File: config.mk
export PLATFORM = sky130hd
export DESIGN_NAME = op_fetch
export DESIGN_NICKNAME = d
export VERILOG_FILES = /design/src/rtl/op_fetch.sv
export SDC_FILE = /design/constraint.sdc
export NUM_CORES = 1
export LEC_CHECK = 0
export BUFFER_PORTS_ARGS = -buffer_cell sky130_fd_sc_hd__buf_4
export CORE_AREA = 2 2 76 60
export DETAILED_ROUTE_END_ITERATION = 7
export DIE_AREA = 0 0 78 62
export PLACE_DENSITY = 0.84
export SYNTH_ARGS = -nofsm -noshare
export SYNTH_HDL_FRONTEND = slang
export SYNTH_SLANG_ARGS = --single-unit
File: constraint.sdc
create_clock -name clk -period 3.7 [get_ports clk]
set_clock_uncertainty 0.1 [all_clocks]
set_input_delay 0.925 -clock clk [delete_from_list [all_inputs] [get_ports clk]]
set_output_delay 0.925 -clock clk [all_outputs]
set_load 0.005 [all_outputs]
File: src/rtl/op_fetch.sv
// Opcode fetch unit: reads opcode bytes from memory, merges CB-prefixed pairs
// into one extended op and holds each op until the core accepts it.
//
// state     | meaning
// IDLE      | just out of reset; first read request issued on the next cycle
// FETCH     | reading the first byte of an op (plain opcode or prefix)
// FETCH_EXT | prefix seen; reading the extended opcode byte
// HOLD      | op presented on op/ext/op_pc, waiting for op_ready
module op_fetch #(
  parameter logic [15:0] RESET_PC  = 16'h0000,
  parameter logic [7:0]  CB_PREFIX = 8'hCB
) (
  input  logic        clk,
  input  logic        rst,
  output logic        mem_rd,
  output logic [15:0] mem_addr,
  input  logic [7:0]  mem_data,
  input  logic        mem_ready,
  output logic [7:0]  op,
  output logic        ext,
  output logic [15:0] op_pc,
  output logic        op_valid,
  input  logic        op_ready,
  input  logic        pc_load,
  input  logic [15:0] pc_in
);

  typedef enum logic [1:0] {
    IDLE      = 2'd0,
    FETCH     = 2'd1,
    FETCH_EXT = 2'd2,
    HOLD      = 2'd3
  } state_t;

  state_t      state_q, state_d;
  logic [15:0] pc_q, pc_d;
  logic [7:0]  op_q, op_d;
  logic        ext_q, ext_d;
  logic [15:0] op_pc_q, op_pc_d;
  logic        op_valid_q, op_valid_d;

  always_ff @(posedge clk or negedge rst) begin
    if (!rst) begin
      state_q    <= IDLE;
      pc_q       <= RESET_PC;
      op_q       <= 8'h00;
      ext_q      <= 1'b0;
      op_pc_q    <= 16'h0000;
      op_valid_q <= 1'b0;
    end else begin
      state_q    <= state_d;
      pc_q       <= pc_d;
      op_q       <= op_d;
      ext_q      <= ext_d;
      op_pc_q    <= op_pc_d;
      op_valid_q <= op_valid_d;
    end
  end

  always_comb begin
    state_d    = state_q;
    pc_d       = pc_q;
    op_d       = op_q;
    ext_d      = ext_q;
    op_pc_d    = op_pc_q;
    op_valid_d = op_valid_q;

    unique case (state_q)
      IDLE: begin
        state_d = FETCH;
        if (pc_load) pc_d = pc_in;
      end

      FETCH: begin
        // A redirect wins over a read completing on the same edge.
        if (pc_load) begin
          pc_d       = pc_in;
          op_valid_d = 1'b0;
          ext_d      = 1'b0;
          state_d    = FETCH;
        end else if (mem_ready) begin
          op_pc_d = pc_q;
          pc_d    = pc_q + 16'd1;
          if (mem_data == CB_PREFIX) begin
            state_d = FETCH_EXT;
          end else begin
            op_d       = mem_data;
            ext_d      = 1'b0;
            op_valid_d = 1'b1;
            state_d    = HOLD;
          end
        end
      end

      FETCH_EXT: begin
        if (pc_load) begin
          pc_d       = pc_in;
          op_valid_d = 1'b0;
          ext_d      = 1'b0;
          state_d    = FETCH;
        end else if (mem_ready) begin
          // op_pc_q still points at the prefix byte.
          op_d       = mem_data;
          ext_d      = 1'b1;
          op_valid_d = 1'b1;
          pc_d       = pc_q + 16'd1;
          state_d    = HOLD;
        end
      end

      HOLD: begin
        if (pc_load) begin
          pc_d       = pc_in;
          op_valid_d = 1'b0;
          ext_d      = 1'b0;
          state_d    = FETCH;
        end else if (op_ready) begin
          op_valid_d = 1'b0;
          state_d    = FETCH;
        end
      end

      default: state_d = IDLE;
    endcase
  end

  assign mem_rd   = (state_q == FETCH) || (state_q == FETCH_EXT);
  assign mem_addr = pc_q;
  assign op       = op_q;
  assign ext      = ext_q;
  assign op_pc    = op_pc_q;
  assign op_valid = op_valid_q;

endmodule

==> summary.md, run 1 <==
| Metric | Value |
|---|---|
| Port bufs | 71 |
| DRT antenna net count | 0 |
| Power density over cell area | 646 nW/um^2 |
| Hold EP | op_pc[6] |
| Least-Margin Pin Slew | 810 ps |
| Area growth syn-to-layout | 32.5% |
| Worst Path Max Fanout | 10 |
| Fin crit period | 2460 ps |
| Drt drc | 0 |
| Final #Nets | 295 |
| Max Buffers Root-to-Sink | 2 |
| Vias in the first global route | 1,452 |
| Final TNS setup | 0 ps |
| Min-Delay Path Depth | 2 |
| Core Area | 4200 sq um |
| Worst setup path startpoint | state_q[1] |
| Wire per inst | 14.4 um |
| Reg2Reg Depth | 6 |
| Share of cells above drive strength 1 | 0.405 |
| Setup crit end kind | output pin |
| GR Util All Layers | 0.197 |
| Max-cap viol count | 0 |
| Initial antenna violation count | 0 |
| Vias per Instance | 5.25 |
| Filler instances | 345 |
| Post-DP HPWL | 3.28 mm |
| Synth Register Bits | 44 |
| HP Start | op_pc[6] |
| Outcome | finished clean |
| First-pass GRT wire length | 7.18 mm |
| Yosys warns | 0 |
| Dpl cells | 311 |
| CTS tree | built |
| Worst VDD drop | 0.334 mV |
| Dominant cells by area after synthesis | dfrtp_1 (52%), mux2_2 (12%), o21ai_0 (4.2%) |
| DRT iter0 DRCs | 123 |
| Slew Limit Fails | 0 |
| Crit path DAT | 1430 ps |
| Rows | 21 |
| Initial core utilization | 0.508 |
| Pwr Total | 1.83 mW |
| Postcts setup bufs | 0 |
| Slew Limit Headroom | 0.459 |
| Post-synthesis sequential area ratio | 0.516 |
| Cell area after synthesis | 2140 sq um |
| DRT Pass-1 Iters | 4 |
| Post-synth top area cell | dfrtp_1 |
| Die area | 4840 sq um |
| Number of hold buffers added after CTS | 0 |
| Max H-tree Level | 2 |
| Clk_lat worst skew | 300 ps |
| N_diodes | 0 |
| Finished Layout Cells | 319 |
| Num CTS Buffers | 5 |
| Flop2flop setup slack | 1470 ps |
| Die Wd | 78 um |
| Fmax | 407 MHz |
| Die Ht | 62 um |
| Overflow after GRT | 0 |
| Reg2reg start | state_q[1] |
| Via count | 1,675 |
| Unique masters post-synth | 36 |
| Final Hold Viols | 0 |
| P_leak | 1.28 nW |
| Crit path required time | 2670 ps |
| Routed wire length | 4.60 mm |
| Ports | 72 |
| Nature of the critical path startpoint | flip-flop |
| Post-cts resize count | 0 |
| Clock sink count | 44 |
| Clk slew on worst S/H paths | 80 ps |
| Period utilisation layout | 0.664 |
| Final setup violation count | 0 |
| Critical path class | reg2out |
| Mapped Nets | 224 |
| Mapped Cells | 190 |
| CTS root buffer | clkbuf_8 |
| Post-synth top area share | 0.516 |
| Largest net degree at the start of global routing | 45 |
| RSZ-0062 raised after global routing | false |
| Syn avg cell area | 11.2 sq um |
| Hold Path Class | reg2reg |
| Area of the multi-input gates | 977 sq um |
| Reg area | 1100 sq um |
| R2r endpoint | mem_addr[14] |
| GP Congestion | 0.849 |
worst max-delay path, cell delays in order (launching register included):
cell     delay, ps
dfrtp_1        410
inv_1           90
ha_1           470
buf_4          170
final cells by class:
cell class / count / share of cell area
clock inverter: 2 / 0.0137
inverter: 7 / 0.00928
sequential: 44 / 0.389
timing repair buffer: 71 / 0.188
tap: 57 / 0.0252
multi-input combinational: 132 / 0.345
clock buffer: 6 / 0.0292
cell usage in the layout, fill, tap and decap left out, types with 2 or more instances in the layout:
| master | count |
|---|---|
| nand3b_1 | 2 |
| xnor2_1 | 9 |
| inv_1 | 7 |
| o21ai_0 | 18 |
| nand2_1 | 23 |
| nand2b_1 | 2 |
| nor4_1 | 7 |
| buf_4 | 71 |
| a21oi_1 | 2 |
| ha_1 | 5 |
| mux2i_1 | 3 |
| nor2_1 | 6 |
| nand4_1 | 3 |
| nor3_1 | 4 |
| clkbuf_8 | 6 |
| nand3_1 | 5 |
| dfrtp_1 | 44 |
| xor2_1 | 4 |
| mux2_2 | 23 |
logic make-up after synthesis:
group,after synthesis,synth area share
DFF,44,0.516
muxes,26,0.135
adders and majority gates,5,0.0293
and+or+nand+nor,59,0.158
buffers and inverters,14,0.0270
xor gates and xnor gates,13,0.0533
AOI/OAI and AO/OA,29,0.0820
cell usage after synthesis:
master     number
nand4_1         3
nand4bb_1       1
o21bai_1        1
nand3b_1        2
inv_1           7
nor4b_4         1
dfrtp_1        44
o21ba_2         1
nand3_1         5
and4_1          1
ha_1            5
nand4b_1        1
o211ai_1        1
nand4_4         1
o21ai_0        18
xor2_1          4
nor2_1          6
o31a_1          1
o41ai_1         1
buf_1           1
nor4b_1         1
clkbuf_1        2
nand2_1        23
nand2b_1        2
a21oi_1         2
a221oi_1        1
nor3_1          4
o32ai_1         1
nor4_1          7
mux2i_1         3
mux2_2         23
xnor2_1         9
buf_2           4
o31ai_1         1
a211oi_1        1
nor3_2          1
flip-flops by register name, indices dropped and copies added (netlist names):
register  cells
mem_addr     16
op_pc        16
op            8
state_q       2
ext           1
op_valid      1
metrics by stage:
| step | util | cell area [sq um] | hold slack [ps] | setup slack, ps |
|---|---|---|---|---|
| 2_1_floorplan | - | 2140 | 373 | 1500 |
| 3_3_place_gp | 0.644 | 2710 | 364 | 1100 |
| 3_5_place_dp | 0.644 | 2710 | 372 | 1050 |
| 4_1_cts | 0.673 | 2830 | 391 | 1250 |
| 5_1_grt | 0.673 | 2830 | 419 | 1180 |
| 6_report | 0.673 | 2830 | 385 | 1240 |
metal layers:
layer,share of wire,track usage,wire length [um],vias up
met2,0.48,0.319,2220,47
met1,0.44,0.263,2040,800
li1,-,-,-,823
met3,0.066,0.0636,305,5
met4,0.0087,0.0526,40,0
met5,0,0,0,-
worst max path at each step:
stage	to	cells past startpoint
floorplan	op[0]	4
global placement	op_pc[0]	3
detailed placement	op_pc[14]	3
CTS	mem_rd	3
global route	mem_rd	3
finish	mem_rd	3
power by group:
part / internal [mW] / switching, mW / total, mW
clock network: 0.221 / 0.167 / 0.387
logic: 0.403 / 0.270 / 0.673
registers: 0.649 / 0.120 / 0.769
(Power assumes the default switching activity.)
==> run 2, diff against run 1 <==
- CORE_AREA: 2 2 76 60 -> 2 2 79 62
- DIE_AREA: 0 0 78 62 -> 0 0 81 64
- PLACE_DENSITY: 0.84 -> 0.79
- clock period: 3.7 -> 2.32 ns (I/O delays scaled with it)
==> summary.md, run 2 (synthesis gave the netlist of run 1 again) <==
| Metric | Value |
|---|---|
| Post-DP HPWL | 3.43 mm (was 3.28 mm) |
| Worst VDD drop | 0.475 mV (was 0.334 mV) |
| Die Ht | 64 um (was 62 um) |
| Setup crit end kind | output pin (unchanged) |
| Pre-CTS WS | 238 ps (was 1050 ps) |
| Crit path DAT | 1430 ps (about the same) |
| RSZ-0062 raised after global routing | false (unchanged) |
| Post-Place Cell Area | 2750 sq um (was 2710 sq um) |
| Drt drc | 0 (unchanged) |
| Clock sink count | 44 (unchanged) |
| Post-cts resize count | 0 (unchanged) |
| Slew Limit Headroom | 0.609 (was 0.459) |
| Most common library cell in the layout ignoring fill and taps | buf_4 (unchanged) |
| Max-cap viol count | 0 (unchanged) |
| Ports | 72 (unchanged) |
| Nature of the critical path startpoint | flip-flop (unchanged) |
| Wire per inst | 14.0 um (was 14.4 um) |
| Slew Limit Fails | 0 (unchanged) |
| Area of the multi-input gates | 977 sq um (unchanged) |
| Num CTS Buffers | 5 (unchanged) |
| Pwr Total | 2.82 mW (was 1.83 mW) |
| Max Buffers Root-to-Sink | 2 (unchanged) |
| Hold Path Class | in2async (was reg2reg) |
| Via count | 1,728 (was 1,675) |
| CTS root buffer | clkbuf_8 (unchanged) |
| Port bufs | 71 (unchanged) |
| DRT Pass-1 Iters | 4 (unchanged) |
| Worst Path Max Fanout | 6 (was 10) |
| CTS tree | built (unchanged) |
| Final TNS setup | 0 ps (unchanged) |
| Net Switching | 867 uW (was 557 uW) |
| Largest net degree at the start of global routing | 45 (unchanged) |
| Sequential Power Share | 0.436 (was 0.420) |
| Clk_lat worst skew | 290 ps (was 300 ps) |
| Power share of the combinational group | 0.391 (was 0.368) |
| Area growth syn-to-layout | 33.2% (was 32.5%) |
| Core Area | 4360 sq um (was 4200 sq um) |
| Crit path required time | 1640 ps (was 2670 ps) |
| Postcts setup bufs | 0 (unchanged) |
| Vias per Instance | 5.32 (was 5.25) |
| First-pass GRT wire length | 7.79 mm (was 7.18 mm) |
| Final worst setup slack | 207 ps (was 1240 ps) |
| DRT iter0 DRCs | 78 (was 123) |
| Number of hold buffers added after CTS | 0 (unchanged) |
| Period utilisation layout | 0.911 |
| Most frequent cells in the layout | buf_4 (77), dfrtp_1 (44), mux2_2 (23), nand2_1 (23), o21ai_0 (18) (was buf_4 (71), dfrtp_1 (44), mux2_2 (23), nand2_1 (23), o21ai_0 (18)) |
| Rows | 21 (unchanged) |
| GP Congestion | 0.773 (was 0.849) |
| Vias in the first global route | 1,672 (was 1,452) |
| Critical path class | reg2out (unchanged) |
| Fmax | 473 MHz |
| Initial antenna violation count | 0 (unchanged) |
| Overflow after GRT | 0 (unchanged) |
| Share of cells above drive strength 1 | 0.410 (was 0.405) |
| Outcome | finished clean (unchanged) |
| GR Util All Layers | 0.197 (about the same) |
| Final #Nets | 301 (was 295) |
| Final setup violation count | 0 (unchanged) |
| Switching part of the total | 0.308 (was 0.304) |
| Max H-tree Level | 2 (unchanged) |
| Reg area | 1100 sq um (unchanged) |
| Die area | 5180 sq um (was 4840 sq um) |
| Routed wire length | 4.55 mm (was 4.60 mm) |
| Final instance area | 2840 sq um (was 2830 sq um) |
| Final Hold Viols | 0 (unchanged) |
| Power share of the clock group | 0.173 (was 0.212) |
| Clk slew on worst S/H paths | 80 ps (about the same) |
| N_diodes | 0 (unchanged) |
| P_leak | 1.29 nW (was 1.28 nW) |
| DRT antenna net count | 0 (unchanged) |
| Internal power | 1.95 mW (was 1.27 mW) |
| Least-Margin Pin Slew | 584 ps (was 810 ps) |
| Power density over cell area | 990 nW/um^2 (was 646 nW/um^2) |
| Filler instances | 374 (was 345) |
| Die Wd | 81 um (was 78 um) |
| Fin crit period | 2110 ps |
| Initial core utilization | 0.490 (was 0.508) |
==> run 2: layer usage <==
layer	global-route usage	wire length [um]	vias up	share of wire
met1	0.281	2120	841	0.46
met5	0	0	-	0
li1	-	-	827	-
met4	0.0636	48	0	0.011
met3	0.0381	250	5	0.055
met2	0.302	2140	55	0.47
==> run 2: per-stage QoR <==
| step | hold WS [ps] | utilization | cells |
|---|---|---|---|
| after floorplan | 184 | - | 190 |
| after global placement | 365 | 0.631 | 317 |
| after detailed placement | 372 | 0.631 | 317 |
| after CTS | 188 | 0.652 | 325 |
| after global routing | 223 | 0.652 | 325 |
| final | 173 | 0.652 | 325 |
==> run 2: critical path: stages, from the launching register on <==
cell and delay, ps:
dfrtp_1 380, inv_1 90, ha_1 360, buf_4 180
buf_4 130
==> run 2: final timing paths <==
path,start,to,slack [ps],cells past startpoint
max,state_q[0],mem_rd,210,4
min reg2reg,op_pc[6],op_pc[6],390,2
min,rst,op_pc[8],170,1
max in group asynchronous,rst,op[0],1590,1
min in group clk,op_pc[6],op_pc[6],390,2
max reg2reg,state_q[0],mem_addr[11],320,6
==> run 2: cell type report <==
cell class,instances,share of cell area
Sequential cell,44,0.387
Multi-Input combinational cell,132,0.344
Timing Repair Buffer,77,0.203
Clock buffer,8,0.0317
Tap cell,57,0.0251
Inverter,7,0.00924
==> run 2: power by group through the flow <==
| stage | Sequential [mW] | Clock, mW | Combinational [mW] |
|---|---|---|---|
| floorplan | 1.24 | 0 | 0.504 |
| detailed placement | 1.24 | 0 | 1.11 |
| finish | 1.23 | 0.486 | 1.10 |
| global placement | 1.23 | 0 | 1.09 |
| global route | 1.27 | 0.539 | 1.22 |
| CTS | 1.23 | 0.498 | 1.12 |
==> run 3, diff against run 2 <==
- CELL_PAD_IN_SITES_DETAIL_PLACEMENT: not set -> 1
- CELL_PAD_IN_SITES_GLOBAL_PLACEMENT: not set -> 2
- CORE_AREA: 2 2 79 62 -> 2 2 99 77
- DIE_AREA: 0 0 81 64 -> 0 0 101 79
- PLACE_DENSITY: 0.79 -> 0.8
==> summary.md, run 3 (synthesis gave the netlist of run 1 again) <==
| Metric | Value |
|---|---|
| Initial antenna violation count | 0 (unchanged) |
| Reg area | 1100 sq um (unchanged) |
| Most common library cell in the layout ignoring fill and taps | buf_4 (unchanged) |
| Period utilisation layout | 0.931 (was 0.911) |
| WHS | 177 ps (was 173 ps) |
| Final setup violation count | 0 (unchanged) |
| Final worst setup slack | 161 ps (was 207 ps) |
| Outcome | finished clean (unchanged) |
| Max Buffers Root-to-Sink | 2 (unchanged) |
| Num CTS Buffers | 5 (unchanged) |
| Clk_lat worst skew | 290 ps (about the same) |
| Number of hold buffers added after CTS | 0 (unchanged) |
| Hold Path Class | in2async (unchanged) |
| Power density over cell area | 992 nW/um^2 (was 990 nW/um^2) |
| Crit path required time | 1640 ps (about the same) |
| First-pass GRT wire length | 9.17 mm (was 7.79 mm) |
| Final Hold Viols | 0 (unchanged) |
| N_diodes | 0 (unchanged) |
| Crit path DAT | 1480 ps (was 1430 ps) |
| Slew Limit Fails | 0 (unchanged) |
| CTS tree | built (unchanged) |
| Area growth syn-to-layout | 34.9% (was 33.2%) |
| Via count | 1,742 (was 1,728) |
| Nature of the critical path startpoint | flip-flop (unchanged) |
| Final #Nets | 301 (unchanged) |
| Post-cts resize count | 0 (unchanged) |
| Largest net degree at the start of global routing | 45 (unchanged) |
| Most frequent cells in the layout | buf_4 (77), dfrtp_1 (44), mux2_2 (23), nand2_1 (23), o21ai_0 (18) (unchanged) |
| Die Wd | 101 um (was 81 um) |
| Die Ht | 79 um (was 64 um) |
| Flop2flop setup slack | 330 ps (was 320 ps) |
| CTS root buffer | clkbuf_8 (unchanged) |
| Worst VDD drop | 0.459 mV (was 0.475 mV) |
| Port bufs | 71 (unchanged) |
| GR Util All Layers | 0.148 (was 0.197) |
| Routed wire length | 5.72 mm (was 4.55 mm) |
| Max-cap viol count | 0 (unchanged) |
| GP Congestion | 0.710 (was 0.773) |
| Rows | 27 (was 21) |
| Worst Path Max Fanout | 6 (unchanged) |
| Vias per Instance | 4.91 (was 5.32) |
| P_leak | 1.29 nW (about the same) |
| Pre-CTS WS | 307 ps (was 238 ps) |
| Area of the multi-input gates | 977 sq um (unchanged) |
| Initial core utilization | 0.301 (was 0.490) |
| Share of cells above drive strength 1 | 0.410 (unchanged) |
| Clk slew on worst S/H paths | 80 ps (about the same) |
| Pwr Total | 2.86 mW (was 2.82 mW) |
| Ports | 72 (unchanged) |
| Overflow after GRT | 0 (unchanged) |
| Slew Limit Headroom | 0.583 (was 0.609) |
| Filler instances | 806 (was 374) |
| DRT iter0 DRCs | 46 (was 78) |
| Postcts setup bufs | 0 (unchanged) |
| Worst setup path startpoint | state_q[0] (unchanged) |
| Fmax | 463 MHz (was 473 MHz) |
| Core Area | 7090 sq um (was 4360 sq um) |
| DRT antenna net count | 0 (unchanged) |
| Post-DP HPWL | 4.19 mm (was 3.43 mm) |
| DRT Pass-1 Iters | 4 (unchanged) |
| Drt drc | 0 (unchanged) |
| Vias in the first global route | 1,770 (was 1,672) |
| Reg2reg start | state_q[0] (unchanged) |
| RSZ-0062 raised after global routing | false (unchanged) |
| Setup crit end kind | output pin (unchanged) |
| Clock sink count | 44 (unchanged) |
| Final TNS setup | 0 ps (unchanged) |
| Critical path class | reg2out (unchanged) |
| Die area | 7980 sq um (was 5180 sq um) |
| Least-Margin Pin Slew | 624 ps (was 584 ps) |
| Wire per inst | 16.1 um (was 14.0 um) |
| Max H-tree Level | 2 (unchanged) |
| Fin crit period | 2160 ps (was 2110 ps) |
==> run 3: worst max-delay path, cell delays in order, from the launching register on <==
cell and delay [ps]:
dfrtp_1 390, inv_1 100, ha_1 390, buf_4 190, buf_4 130
==> run 3: report_power, final <==
part / internal (mW) / switching (mW) / total, mW / leakage (nW)
registers: 1.03 / 0.204 / 1.24 / 0.531
logic: 0.668 / 0.444 / 1.11 / 0.716
clock network: 0.244 / 0.265 / 0.509 / 0.0455
==> run 3: path summary, 6_finish.rpt <==
| kind | end | cells after the start |
|---|---|---|
| worst max-delay path | mem_rd | 4 |
| worst min-delay path | op[0] | 1 |
| worst max register to register | mem_addr[14] | 6 |
| worst min register to register | op_pc[9] | 2 |
| max in group asynchronous | op_pc[3] | 1 |
| min in group clk | mem_addr[12] | 3 |
==> run 3: cell type report <==
| type | count | area share |
|---|---|---|
| sequential | 44 | 0.382 |
| tap | 87 | 0.0378 |
| multi-input combinational | 132 | 0.339 |
| inverter | 7 | 0.00912 |
| timing repair buffer | 77 | 0.201 |
| clock buffer | 8 | 0.0313 |
==> run 3: metrics by stage <==
step	instances	instance area [sq um]	utilization
after floorplan	190	2140	-
after global placement	347	2790	0.393
after detailed placement	347	2790	0.393
after CTS	355	2880	0.406
after global routing	355	2880	0.406
final	355	2880	0.406
==> run 3: routing by layer <==
layer | global-route usage | share of wire | up-vias
met5 | 0 | 0 | -
met4 | 0.0324 | 0.0066 | 0
met3 | 0.0370 | 0.041 | 4
met2 | 0.235 | 0.47 | 39
met1 | 0.204 | 0.49 | 871
li1 | - | - | 828
